### src/rtl/lock_err_pkg.sv
// Shared types and helpers for locked-adder output monitors.
// Provides the window FSM states, Hamming-distance width, popcount and saturating add.
package lock_err_pkg;

    typedef enum logic [1:0] {
        ST_IDLE   = 2'd0,
        ST_RUN    = 2'd1,
        ST_DRAIN  = 2'd2,
        ST_REPORT = 2'd3
    } state_t;

    // Widest vector popcount() accepts; callers zero-extend into it.
    localparam int POP_MAX_W = 128;

    // Bits needed to hold a Hamming distance of 0..width+1.
    function automatic int hd_width(input int width);
        return $clog2(width + 2);
    endfunction

    function automatic int unsigned popcount(input logic [POP_MAX_W-1:0] v);
        int unsigned n;
        n = 0;
        for (int i = 0; i < POP_MAX_W; i++) begin
            n += 32'(v[i]);
        end
        return n;
    endfunction

    // a + b clamped to 2^w - 1, for counters up to 64 bits wide.
    function automatic logic [63:0] sat_add(input logic [63:0] a, input logic [63:0] b,
                                            input int w);
        logic [64:0] sum;
        logic [64:0] lim;
        sum = {1'b0, a} + {1'b0, b};
        lim = (65'd1 << w) - 65'd1;
        if (sum > lim) begin
            return lim[63:0];
        end
        return sum[63:0];
    endfunction

endpackage

### src/rtl/lock_err_monitor_if.sv
// Sample/command/report bundle between a locked-adder harness and lock_err_monitor.
// The monitor uses the slave modport; the harness driving samples uses master.
interface lock_err_monitor_if
    import lock_err_pkg::*;
#(
    parameter int WIDTH = 32,
    parameter int CNT_W = 32
);
    localparam int HD_W = hd_width(WIDTH);

    logic             clear_i;
    logic             close_i;
    logic             in_valid_i;
    logic             in_ready_o;
    logic [WIDTH-1:0] add1_i;
    logic [WIDTH-1:0] add2_i;
    logic [WIDTH:0]   result_i;
    logic             busy_o;
    logic             rpt_valid_o;
    logic [CNT_W-1:0] rpt_samples_o;
    logic [CNT_W-1:0] rpt_mismatch_o;
    logic [CNT_W-1:0] rpt_biterr_o;
    logic [HD_W-1:0]  rpt_maxhd_o;

    modport master (
        output clear_i, close_i, in_valid_i, add1_i, add2_i, result_i,
        input  in_ready_o, busy_o, rpt_valid_o, rpt_samples_o, rpt_mismatch_o,
               rpt_biterr_o, rpt_maxhd_o
    );

    modport slave (
        input  clear_i, close_i, in_valid_i, add1_i, add2_i, result_i,
        output in_ready_o, busy_o, rpt_valid_o, rpt_samples_o, rpt_mismatch_o,
               rpt_biterr_o, rpt_maxhd_o
    );

endinterface

### src/rtl/loa_golden_model.sv
// Unlocked lower-part-OR adder: low LOWER_W bits are ORed, the upper part is a
// true add whose carry-in is the AND of the top lower-part operand bits.
module loa_golden_model #(
    parameter int WIDTH   = 32,
    parameter int LOWER_W = 8
) (
    input  logic [WIDTH-1:0] add1,
    input  logic [WIDTH-1:0] add2,
    output logic [WIDTH:0]   golden
);
    localparam int UW = WIDTH - LOWER_W;

    logic          cin;
    logic [UW:0]   upper;

    assign cin    = add1[LOWER_W-1] & add2[LOWER_W-1];
    assign upper  = {1'b0, add1[WIDTH-1:LOWER_W]} + {1'b0, add2[WIDTH-1:LOWER_W]}
                  + {{UW{1'b0}}, cin};
    assign golden = {upper, add1[LOWER_W-1:0] | add2[LOWER_W-1:0]};

endmodule

### src/rtl/lock_err_monitor.sv
// Windowed corruption statistics for a key-locked lower-part-OR adder.
//   state     | meaning
//   ST_IDLE   | no window open; last report fields held
//   ST_RUN    | accepting samples, one per cycle
//   ST_DRAIN  | no new samples; waiting for S1/S2 to empty
//   ST_REPORT | one-cycle rpt_valid_o pulse
module lock_err_monitor
    import lock_err_pkg::*;
#(
    parameter int WIDTH   = 32,
    parameter int LOWER_W = 8,
    parameter int CNT_W   = 32
) (
    input logic              clk,
    input logic              rst_n,
    lock_err_monitor_if.slave bus
);
    localparam int HD_W = hd_width(WIDTH);

    state_t           state_q, state_d;
    logic             in_ready, busy, rpt_valid, win_clear, accept;

    logic             s1_valid, s2_valid;
    logic [WIDTH:0]   s1_result, s1_golden, golden_c;
    logic [HD_W-1:0]  s2_hd;
    logic             s2_mm;

    logic [CNT_W-1:0] samples_q, mismatch_q, biterr_q;
    logic [HD_W-1:0]  maxhd_q;

    loa_golden_model #(.WIDTH(WIDTH), .LOWER_W(LOWER_W)) u_golden (
        .add1   (bus.add1_i),
        .add2   (bus.add2_i),
        .golden (golden_c)
    );

    always_ff @(posedge clk or negedge rst_n) begin
        if (!rst_n) state_q <= ST_IDLE;
        else        state_q <= state_d;
    end

    // Clear has priority over close in RUN; both are ignored once draining.
    always_comb begin
        state_d   = state_q;
        in_ready  = 1'b0;
        busy      = 1'b0;
        rpt_valid = 1'b0;
        win_clear = 1'b0;
        case (state_q)
            ST_IDLE: begin
                if (bus.clear_i) begin
                    state_d   = ST_RUN;
                    win_clear = 1'b1;
                end
            end
            ST_RUN: begin
                in_ready = 1'b1;
                busy     = 1'b1;
                if (bus.clear_i)      win_clear = 1'b1;
                else if (bus.close_i) state_d   = ST_DRAIN;
            end
            ST_DRAIN: begin
                busy = 1'b1;
                // S1 cannot refill here, so S2 retires at this edge when S1 is empty.
                if (!s1_valid) state_d = ST_REPORT;
            end
            ST_REPORT: begin
                rpt_valid = 1'b1;
                state_d   = ST_IDLE;
            end
            default: state_d = ST_IDLE;
        endcase
    end

    assign accept = bus.in_valid_i & in_ready & ~win_clear;

    always_ff @(posedge clk or negedge rst_n) begin
        if (!rst_n) begin
            s1_valid  <= 1'b0;
            s2_valid  <= 1'b0;
            s1_result <= '0;
            s1_golden <= '0;
            s2_hd     <= '0;
            s2_mm     <= 1'b0;
        end else begin
            if (win_clear) begin
                s1_valid <= 1'b0;
                s2_valid <= 1'b0;
            end else begin
                s1_valid <= accept;
                s2_valid <= s1_valid;
            end
            if (accept) begin
                s1_result <= bus.result_i;
                s1_golden <= golden_c;
            end
            if (s1_valid) begin
                s2_hd <= HD_W'(popcount(POP_MAX_W'(s1_result ^ s1_golden)));
                s2_mm <= (s1_result != s1_golden);
            end
        end
    end

    always_ff @(posedge clk or negedge rst_n) begin
        if (!rst_n) begin
            samples_q  <= '0;
            mismatch_q <= '0;
            biterr_q   <= '0;
            maxhd_q    <= '0;
        end else if (win_clear) begin
            samples_q  <= '0;
            mismatch_q <= '0;
            biterr_q   <= '0;
            maxhd_q    <= '0;
        end else if (s2_valid) begin
            samples_q  <= CNT_W'(sat_add(64'(samples_q), 64'd1, CNT_W));
            mismatch_q <= CNT_W'(sat_add(64'(mismatch_q), 64'(s2_mm), CNT_W));
            biterr_q   <= CNT_W'(sat_add(64'(biterr_q), 64'(s2_hd), CNT_W));
            if (s2_hd > maxhd_q) maxhd_q <= s2_hd;
        end
    end

    assign bus.in_ready_o     = in_ready;
    assign bus.busy_o         = busy;
    assign bus.rpt_valid_o    = rpt_valid;
    assign bus.rpt_samples_o  = samples_q;
    assign bus.rpt_mismatch_o = mismatch_q;
    assign bus.rpt_biterr_o   = biterr_q;
    assign bus.rpt_maxhd_o    = maxhd_q;

endmodule

### src/flat_wrapper.sv
// flat-port wrapper written by rule: the top's interface ports become plain ports
module lock_err_monitor_flat import lock_err_pkg::*;
#(
    parameter int WIDTH   = 32,
    parameter int LOWER_W = 8,
    parameter int CNT_W   = 32
)
  (clk, rst_n, bus_clear_i, bus_close_i, bus_in_valid_i, bus_add1_i, bus_add2_i, bus_result_i, bus_in_ready_o, bus_busy_o, bus_rpt_valid_o, bus_rpt_samples_o, bus_rpt_mismatch_o, bus_rpt_biterr_o, bus_rpt_maxhd_o);
  lock_err_monitor_if #(.WIDTH(WIDTH), .CNT_W(CNT_W)) bus_i ();
  input logic clk;
  input logic rst_n;
  input wire logic [$bits(bus_i.clear_i)-1:0] bus_clear_i;
  input wire logic [$bits(bus_i.close_i)-1:0] bus_close_i;
  input wire logic [$bits(bus_i.in_valid_i)-1:0] bus_in_valid_i;
  input wire logic [$bits(bus_i.add1_i)-1:0] bus_add1_i;
  input wire logic [$bits(bus_i.add2_i)-1:0] bus_add2_i;
  input wire logic [$bits(bus_i.result_i)-1:0] bus_result_i;
  output wire logic [$bits(bus_i.in_ready_o)-1:0] bus_in_ready_o;
  output wire logic [$bits(bus_i.busy_o)-1:0] bus_busy_o;
  output wire logic [$bits(bus_i.rpt_valid_o)-1:0] bus_rpt_valid_o;
  output wire logic [$bits(bus_i.rpt_samples_o)-1:0] bus_rpt_samples_o;
  output wire logic [$bits(bus_i.rpt_mismatch_o)-1:0] bus_rpt_mismatch_o;
  output wire logic [$bits(bus_i.rpt_biterr_o)-1:0] bus_rpt_biterr_o;
  output wire logic [$bits(bus_i.rpt_maxhd_o)-1:0] bus_rpt_maxhd_o;
  assign bus_i.clear_i = bus_clear_i;
  assign bus_i.close_i = bus_close_i;
  assign bus_i.in_valid_i = bus_in_valid_i;
  assign bus_i.add1_i = bus_add1_i;
  assign bus_i.add2_i = bus_add2_i;
  assign bus_i.result_i = bus_result_i;
  assign bus_in_ready_o = bus_i.in_ready_o;
  assign bus_busy_o = bus_i.busy_o;
  assign bus_rpt_valid_o = bus_i.rpt_valid_o;
  assign bus_rpt_samples_o = bus_i.rpt_samples_o;
  assign bus_rpt_mismatch_o = bus_i.rpt_mismatch_o;
  assign bus_rpt_biterr_o = bus_i.rpt_biterr_o;
  assign bus_rpt_maxhd_o = bus_i.rpt_maxhd_o;
  lock_err_monitor #(.WIDTH(WIDTH), .LOWER_W(LOWER_W), .CNT_W(CNT_W)) u_core (.clk(clk), .rst_n(rst_n), .bus(bus_i));
endmodule
### config.mk
export PLATFORM = sky130hd
export DESIGN_NAME = lock_err_monitor_flat
export DESIGN_NICKNAME = d
export VERILOG_FILES = /design/src/rtl/lock_err_pkg.sv /design/src/rtl/lock_err_monitor_if.sv /design/src/rtl/loa_golden_model.sv /design/src/rtl/lock_err_monitor.sv /design/src/flat_wrapper.sv
export SDC_FILE = /design/constraint.sdc
export NUM_CORES = 1
export LEC_CHECK = 0
export ABC_CLOCK_PERIOD_IN_PS = 12050
export CAP_MARGIN = 5
export CORE_MARGIN = 1
export CORE_UTILIZATION = 58
export CTS_CLUSTER_DIAMETER = 40
export DETAILED_ROUTE_END_ITERATION = 10
export GPL_ROUTABILITY_DRIVEN = 0
export PLACE_DENSITY = 0.9
export SETUP_SLACK_MARGIN = 0.2
export SLEW_MARGIN = 30
export SYNTH_ARGS = -nofsm -noshare
export SYNTH_HDL_FRONTEND = slang
export SYNTH_SLANG_ARGS = --single-unit
### constraint.sdc
create_clock -name clk -period 12.05 [get_ports clk]
set_input_delay 3.615 -clock clk [delete_from_list [all_inputs] [get_ports clk]]
set_output_delay 3.615 -clock clk [all_outputs]
set_load 0.05 [all_outputs]
==> results of run 1 <==
==> cells in the final DEF (no fill, tap or decap), types with 5 or more instances in the layout <==
master,count
nand2_1,208
clkdlybuf4s50_1,205
dfrtp_1,178
nor2_1,79
a21oi_1,76
o21ai_0,68
inv_1,66
ha_1,52
nand3_1,46
xor2_1,34
and3_1,29
xnor2_1,28
a31oi_1,28
fa_1,28
nor3_1,27
o21ai_1,23
a311oi_1,23
nand4_1,21
a211oi_1,20
and2_1,17
clkbuf_16,17
a21o_1,13
nand2b_1,11
o22ai_1,10
or4_1,8
mux2i_1,8
buf_4,8
nor4_1,7
o211ai_1,7
o21a_1,7
nor2b_1,6
a211o_1,5
o21bai_1,5
==> cells in the mapped netlist (all sizes together) (20+ instances only) <==
cell type / n / area [um^2]
nand2: 209 / 787
dfrtp: 179 / 4480
o21ai: 92 / 460
nor2: 80 / 300
a21oi: 76 / 380
inv: 66 / 248
ha: 52 / 651
nand3: 49 / 263
clkbuf: 48 / 180
xor2: 34 / 298
nor3: 30 / 165
and3: 29 / 181
a31oi: 28 / 175
fa: 28 / 561
xnor2: 28 / 245
a311oi: 23 / 201
nand4: 21 / 131
a211oi: 20 / 150
==> flip-flops by register name, indices dropped and copies added (netlist names) <==
register / cells
u_core.state_q: 2
u_core.s2_valid: 1
u_core.bus.rpt_maxhd_o: 6
u_core.s2_mm: 1
u_core.bus.rpt_samples_o: 32
u_core.s1_golden: 33
u_core.bus.rpt_biterr_o: 32
u_core.bus.rpt_mismatch_o: 32
u_core.s1_valid: 1
u_core.s2_hd: 6
u_core.s1_result: 33
==> worst max-delay path: stages <==
cell and delay (ns):
clkdlybuf4s50_1 0.42, nand2_1 0.09, fa_1 0.18, inv_1 0.06, fa_1 0.39, a21oi_1 0.23
o221ai_1 0.25, o211ai_1 0.30, a21oi_1 0.13, or4_1 0.48, a31oi_1 0.21, xor2_1 0.16
o21ai_1 0.07
==> metrics by stage <==
| stage | worst slack, ns | utilization, % | hold slack (ns) | instances |
|---|---|---|---|---|
| floorplan | 6.05 | - | 0.459 | 1282 |
| global placement | 5.43 | 71.7 | 0.472 | 1698 |
| detailed placement | 5.30 | 71.7 | 0.480 | 1698 |
| CTS | 5.77 | 74.8 | 0.495 | 1729 |
| global route | 5.60 | 74.8 | 0.524 | 1729 |
| finish | 5.74 | 74.8 | 0.494 | 1729 |
==> final cells by class <==
type	count	area [um^2]
tap	260	325
clock inverter	9	96.3
timing repair buffer	214	2130
sequential	179	4480
fill	1326	4790
multi-input combinational	979	6420
clock buffer	22	474
inverter	66	248
==> logic make-up after synthesis <==
| family | after synthesis |
|---|---|
| xor+xnor | 62 |
| mux | 12 |
| fa+ha+maj | 80 |
| buf+inv | 124 |
| flops | 179 |
| simple gates | 499 |
| compound gates | 326 |
==> worst paths after layout <==
kind,slack (ns),depth (start not counted),end
min in group asynchronous,3.21,1,u_core.bus.rpt_biterr_o[23]$_DFFE_PN0P_
max in group asynchronous,7.38,2,u_core.s2_valid$_DFF_PN0_
worst min-delay path,0.49,2,u_core.s1_golden[5]$_DFFE_PN0P_
worst max register to register,6.30,18,u_core.s2_hd[4]$_DFFE_PN0P_
worst max-delay path,5.74,13,u_core.s1_golden[30]$_DFFE_PN0P_
worst min register to register,0.49,2,u_core.s1_golden[5]$_DFFE_PN0P_
==> per-layer routing <==
layer | vias to the layer above | global-route usage (%) | routed length (um)
met2 | 527 | 51.3 | 14900
met4 | 0 | 9.51 | 585
met3 | 59 | 4.68 | 2400
li1 | 4933 | - | -
met1 | 5043 | 39.7 | 12000
met5 | - | 0 | 0
==> flow_summary.toml, run 1 <==
[run_status]
status = "finished clean"

[min_path]
hold_class = "flip-flop to flip-flop"
hold_start = "u_core.s1_golden[5]$_DFFE_PN0P_"

[clock_tree]
clkTransAtPathRegs_ns = 0.07
cts_root_buffer = "clkbuf_16"
cts_tree = "yes"
cts_htree_levels = 4
clk_latency_ns = 0.43
cts_buffers = 17
ctsResizeCount = 0
clkSinkCount = 179
postCtsHoldBufs = 0
cts.path.max_buffers = 2
post_cts_buffers = 0

[finish]
final_nets = 1639
drive_gt1_share_pct = 4.42
syn_to_final_growth_pct = 24.8
fin_area_um2 = 14200
diodes = 0

[timing]
worstMarginPinSlew_ns = 0.941
fin_tns_setup_ns = 0
finalMaxSlewViolations = 0
hold_violations = 0
setup_violations = 0
period_needed_ns = 6.31
fmax_mhz = 158
fin_worst_skew_ns = 0.00908
relSlewSlack_pct = 36.7
rsz0062_at_grt = "no"
period_share_pct = 52.4

[placement]
portBuffers = 206
placed_area_um2 = 13600
dp_hpwl_um = 20900

[yosys]
syn_inst = 1282
synth.net_count = 1464
synth-adder-area-share_pct = 10.7
async_flop_share_pct = 100
synth_top_family_by_area = "simple AND/OR/NAND/NOR gates"
synth_edf_count = 0
synth-compound-area-share_pct = 18.4
yosys_warnings = 0
netlist_area_um2 = 11400
ys_ff_latch = 179
synth.area.mux_share_pct = 1.10
ys_seq_area_share_pct = 39.4
synth_ff_type = "dfrtp_1"
syn_avg_cell_area_um2 = 8.86
synth_xor_area_share_pct = 4.78
synthSimpleGateAreaFrac_pct = 21.4
ys_types = 75

[floorplan]
ioPinCount = 207
rows = 50
die_h_um = 142
dieArea_um2 = 20100
die_w_um = 142
start_util_pct = 59.9
core-area_um2 = 19000

[grt]
grt_max_degree = 113
antenna_found_initial = 0
grt_pass1_wl_um = 48400
grt_pass1_vias = 9881
track_usage_pct = 30.1
gr-total-overflow = 0

[critical_path]
crit_fanout = 4
worstSetupStartpoint = "bus_add1_i[7]"
worst_ep_required_time_ns = 12.33
criticalPathCategory = "primary input to flip-flop"
timing.rr.start = "u_core.s1_golden[0]$_DFFE_PN0P_"
worstPathArrival_ns = 6.59
end_kind = "flip-flop"
start_kind = "primary input"

[run]
drv_cap = 0

[drt]
final_antenna_net_count = 0
drtIter0Drc = 938
drt-total-wl_um = 29900
via_per_inst = 6.11
wl_per_cell_um = 17.3
detail_route.first_pass.iterations = 5
vias = 10562
drcViolationCount = 0
Power of run 1 is not shown: default switching activity piles up to over one toggle a cycle in this logic, so the estimate is an artifact.
==> inputs of run 2 (changes only) <==
--- a/config.mk
+++ b/config.mk
@@ -5,14 +5,14 @@
 export SDC_FILE = /design/constraint.sdc
 export NUM_CORES = 1
 export LEC_CHECK = 0
-export ABC_CLOCK_PERIOD_IN_PS = 12050
+export ABC_CLOCK_PERIOD_IN_PS = 6360
 export CAP_MARGIN = 5
 export CORE_MARGIN = 1
-export CORE_UTILIZATION = 58
+export CORE_UTILIZATION = 54
 export CTS_CLUSTER_DIAMETER = 40
 export DETAILED_ROUTE_END_ITERATION = 10
 export GPL_ROUTABILITY_DRIVEN = 0
-export PLACE_DENSITY = 0.9
+export PLACE_DENSITY = 0.85
 export SETUP_SLACK_MARGIN = 0.2
 export SLEW_MARGIN = 30
 export SYNTH_ARGS = -nofsm -noshare
==> constraint.sdc (replaced) <==
create_clock -name clk -period 6.36 [get_ports clk]
set_input_delay 1.908 -clock clk [delete_from_list [all_inputs] [get_ports clk]]
set_output_delay 1.908 -clock clk [all_outputs]
set_load 0.05 [all_outputs]
==> flow_summary.toml, run 2 (synthesized netlist as in run 1, its figures left out) <==
[run_status]
status = "finished clean"

[drt]
detail_route.first_pass.iterations = 5
drtIter0Drc = 926
wl_per_cell_um = 16.8
drt-total-wl_um = 29200
final_antenna_net_count = 0
via_per_inst = 6.02
drcViolationCount = 0
vias = 10471

[critical_path]
worstSetupStartpoint = "u_core.s1_golden[0]$_DFFE_PN0P_"
slowest_delay_ns = 0.54
criticalPathCategory = "flip-flop to flip-flop"
start_kind = "flip-flop"
worstPathArrival_ns = 5.84
end_kind = "flip-flop"
worstPathCellList = "xor2_1 -> ha_1 -> fa_1 -> fa_1 -> fa_1 -> fa_1 -> inv_1 -> fa_1 -> fa_1 -> inv_1 -> ha_1 -> inv_1 -> fa_1 -> inv_1 -> a21o_1 -> a21oi_1 -> xnor2_1 -> mux2_2"
rr_worst_depth = 18
crit_fanout = 2
worst_ep_required_time_ns = 6.68
cp_slowest_cell = "fa_1"
timing.rr.start = "u_core.s1_golden[0]$_DFFE_PN0P_"
crit_top_cell = "fa_1"

[finish]
layout_commonest_cell = "nand2_1"
multiInputGateArea_um2 = 6420
diodes = 0
layout.area.seq_um2 = 4480
drive_gt1_share_pct = 4.56
final_cell_mix = "208 x nand2_1, 205 x clkdlybuf4s50_1, 178 x dfrtp_1, 79 x nor2_1, 76 x a21oi_1"
nFillCells = 1567
syn_to_final_growth_pct = 24.9
top_regs = "u_core.s1_golden x33, u_core.s1_result x33"
final_nets = 1639

[clock_tree]
clk_latency_ns = 0.44
cts_tree = "yes"
ctsResizeCount = 0
cts_buffers = 17
clkTransAtPathRegs_ns = 0.07
cts_root_buffer = "clkbuf_16"
cts_htree_levels = 4
postCtsHoldBufs = 0
post_cts_buffers = 0
clkSinkCount = 179
cts.path.max_buffers = 2

[grt]
track_usage_pct = 27.7
grt_pass1_vias = 10096
gr-total-overflow = 0
antenna_found_initial = 0
grt_pass1_wl_um = 48500
grt_max_degree = 94

[run]
drv_cap = 0

[timing]
worstMarginPinSlew_ns = 0.855
period_needed_ns = 5.53
relSlewSlack_pct = 43.0
fmax_mhz = 181
rsz0062_at_grt = "no"
setup_violations = 0
hold_violations = 0
fin_worst_skew_ns = 0.0131
finalMaxSlewViolations = 0
fin_tns_setup_ns = 0
period_share_pct = 86.9

[placement]
dp_hpwl_um = 21200
portBuffers = 206

[floorplan]
ioPinCount = 207
die_h_um = 147
dieArea_um2 = 21600
start_util_pct = 55.6
rows = 52
die_w_um = 147
core-area_um2 = 20400

[min_path]
hold_depth = 2
hold_class = "flip-flop to flip-flop"
hold_start = "u_core.s1_golden[3]$_DFFE_PN0P_"
## run 2: changes by cell type in the layout (fill, tap and decap cells not counted)
cell,change
clkinv_4,+4
clkinvlp_4,-3
buf_8,-1
buf_6,+1
clkbuf_1,-1
clkinv_2,+2
clkbuf_8,-1
## run 2: worst max-delay path: cells and delay by family (launching register included)
| kind | cells | cell delay, ns |
|---|---|---|
| compound gates | 2 | 0.17 |
| flops | 1 | 0.39 |
| mux | 1 | 0.27 |
| fa+ha+maj | 9 | 4.01 |
| buf+inv | 4 | 0.25 |
| xor+xnor | 2 | 0.31 |
## run 2: per-layer routing
metal,GRT usage (%),vias to the layer above,wire (um),share of wire [%]
met3,4.78,51,1890,6.5
met2,46.3,438,14500,50
met4,9.69,0,523,1.8
li1,-,4938,-,-
met5,0,-,0,0
met1,36.3,5044,12300,42
## run 2: per-stage QoR
step | instances | area [um^2] | hold WS (ns) | utilization (%) | setup slack (ns)
after global routing | 1740 | 14200 | 0.515 | 69.4 | 0.608
after CTS | 1740 | 14200 | 0.494 | 69.4 | 0.825
after detailed placement | 1708 | 13600 | 0.478 | 66.6 | 0.872
after floorplan | 1282 | 11400 | 0.459 | - | 1.08
final | 1740 | 14200 | 0.494 | 69.4 | 0.833
after global placement | 1708 | 13600 | 0.472 | 66.6 | 0.962
## run 2: area by class of cell
cell class	instances	share of cell area [%]
clock inverter	12	0.838
timing repair buffer	214	15.0
sequential	179	31.6
multi-input combinational	979	45.3
tap	270	2.38
clock buffer	20	3.22
inverter	66	1.75
## run 2: path summary, 6_finish.rpt
check | to | slack (ns)
max | u_core.s2_hd[4]$_DFFE_PN0P_ | 0.83
min | u_core.s1_golden[3]$_DFFE_PN0P_ | 0.49
max reg2reg | u_core.s2_hd[4]$_DFFE_PN0P_ | 0.83
min reg2reg | u_core.s1_golden[3]$_DFFE_PN0P_ | 0.49
max in group asynchronous | u_core.bus.rpt_mismatch_o[11]$_DFFE_PN0P_ | 3.70
min in group asynchronous | u_core.bus.rpt_biterr_o[26]$_DFFE_PN0P_ | 1.54
Power of run 2 is left out for the same reason.
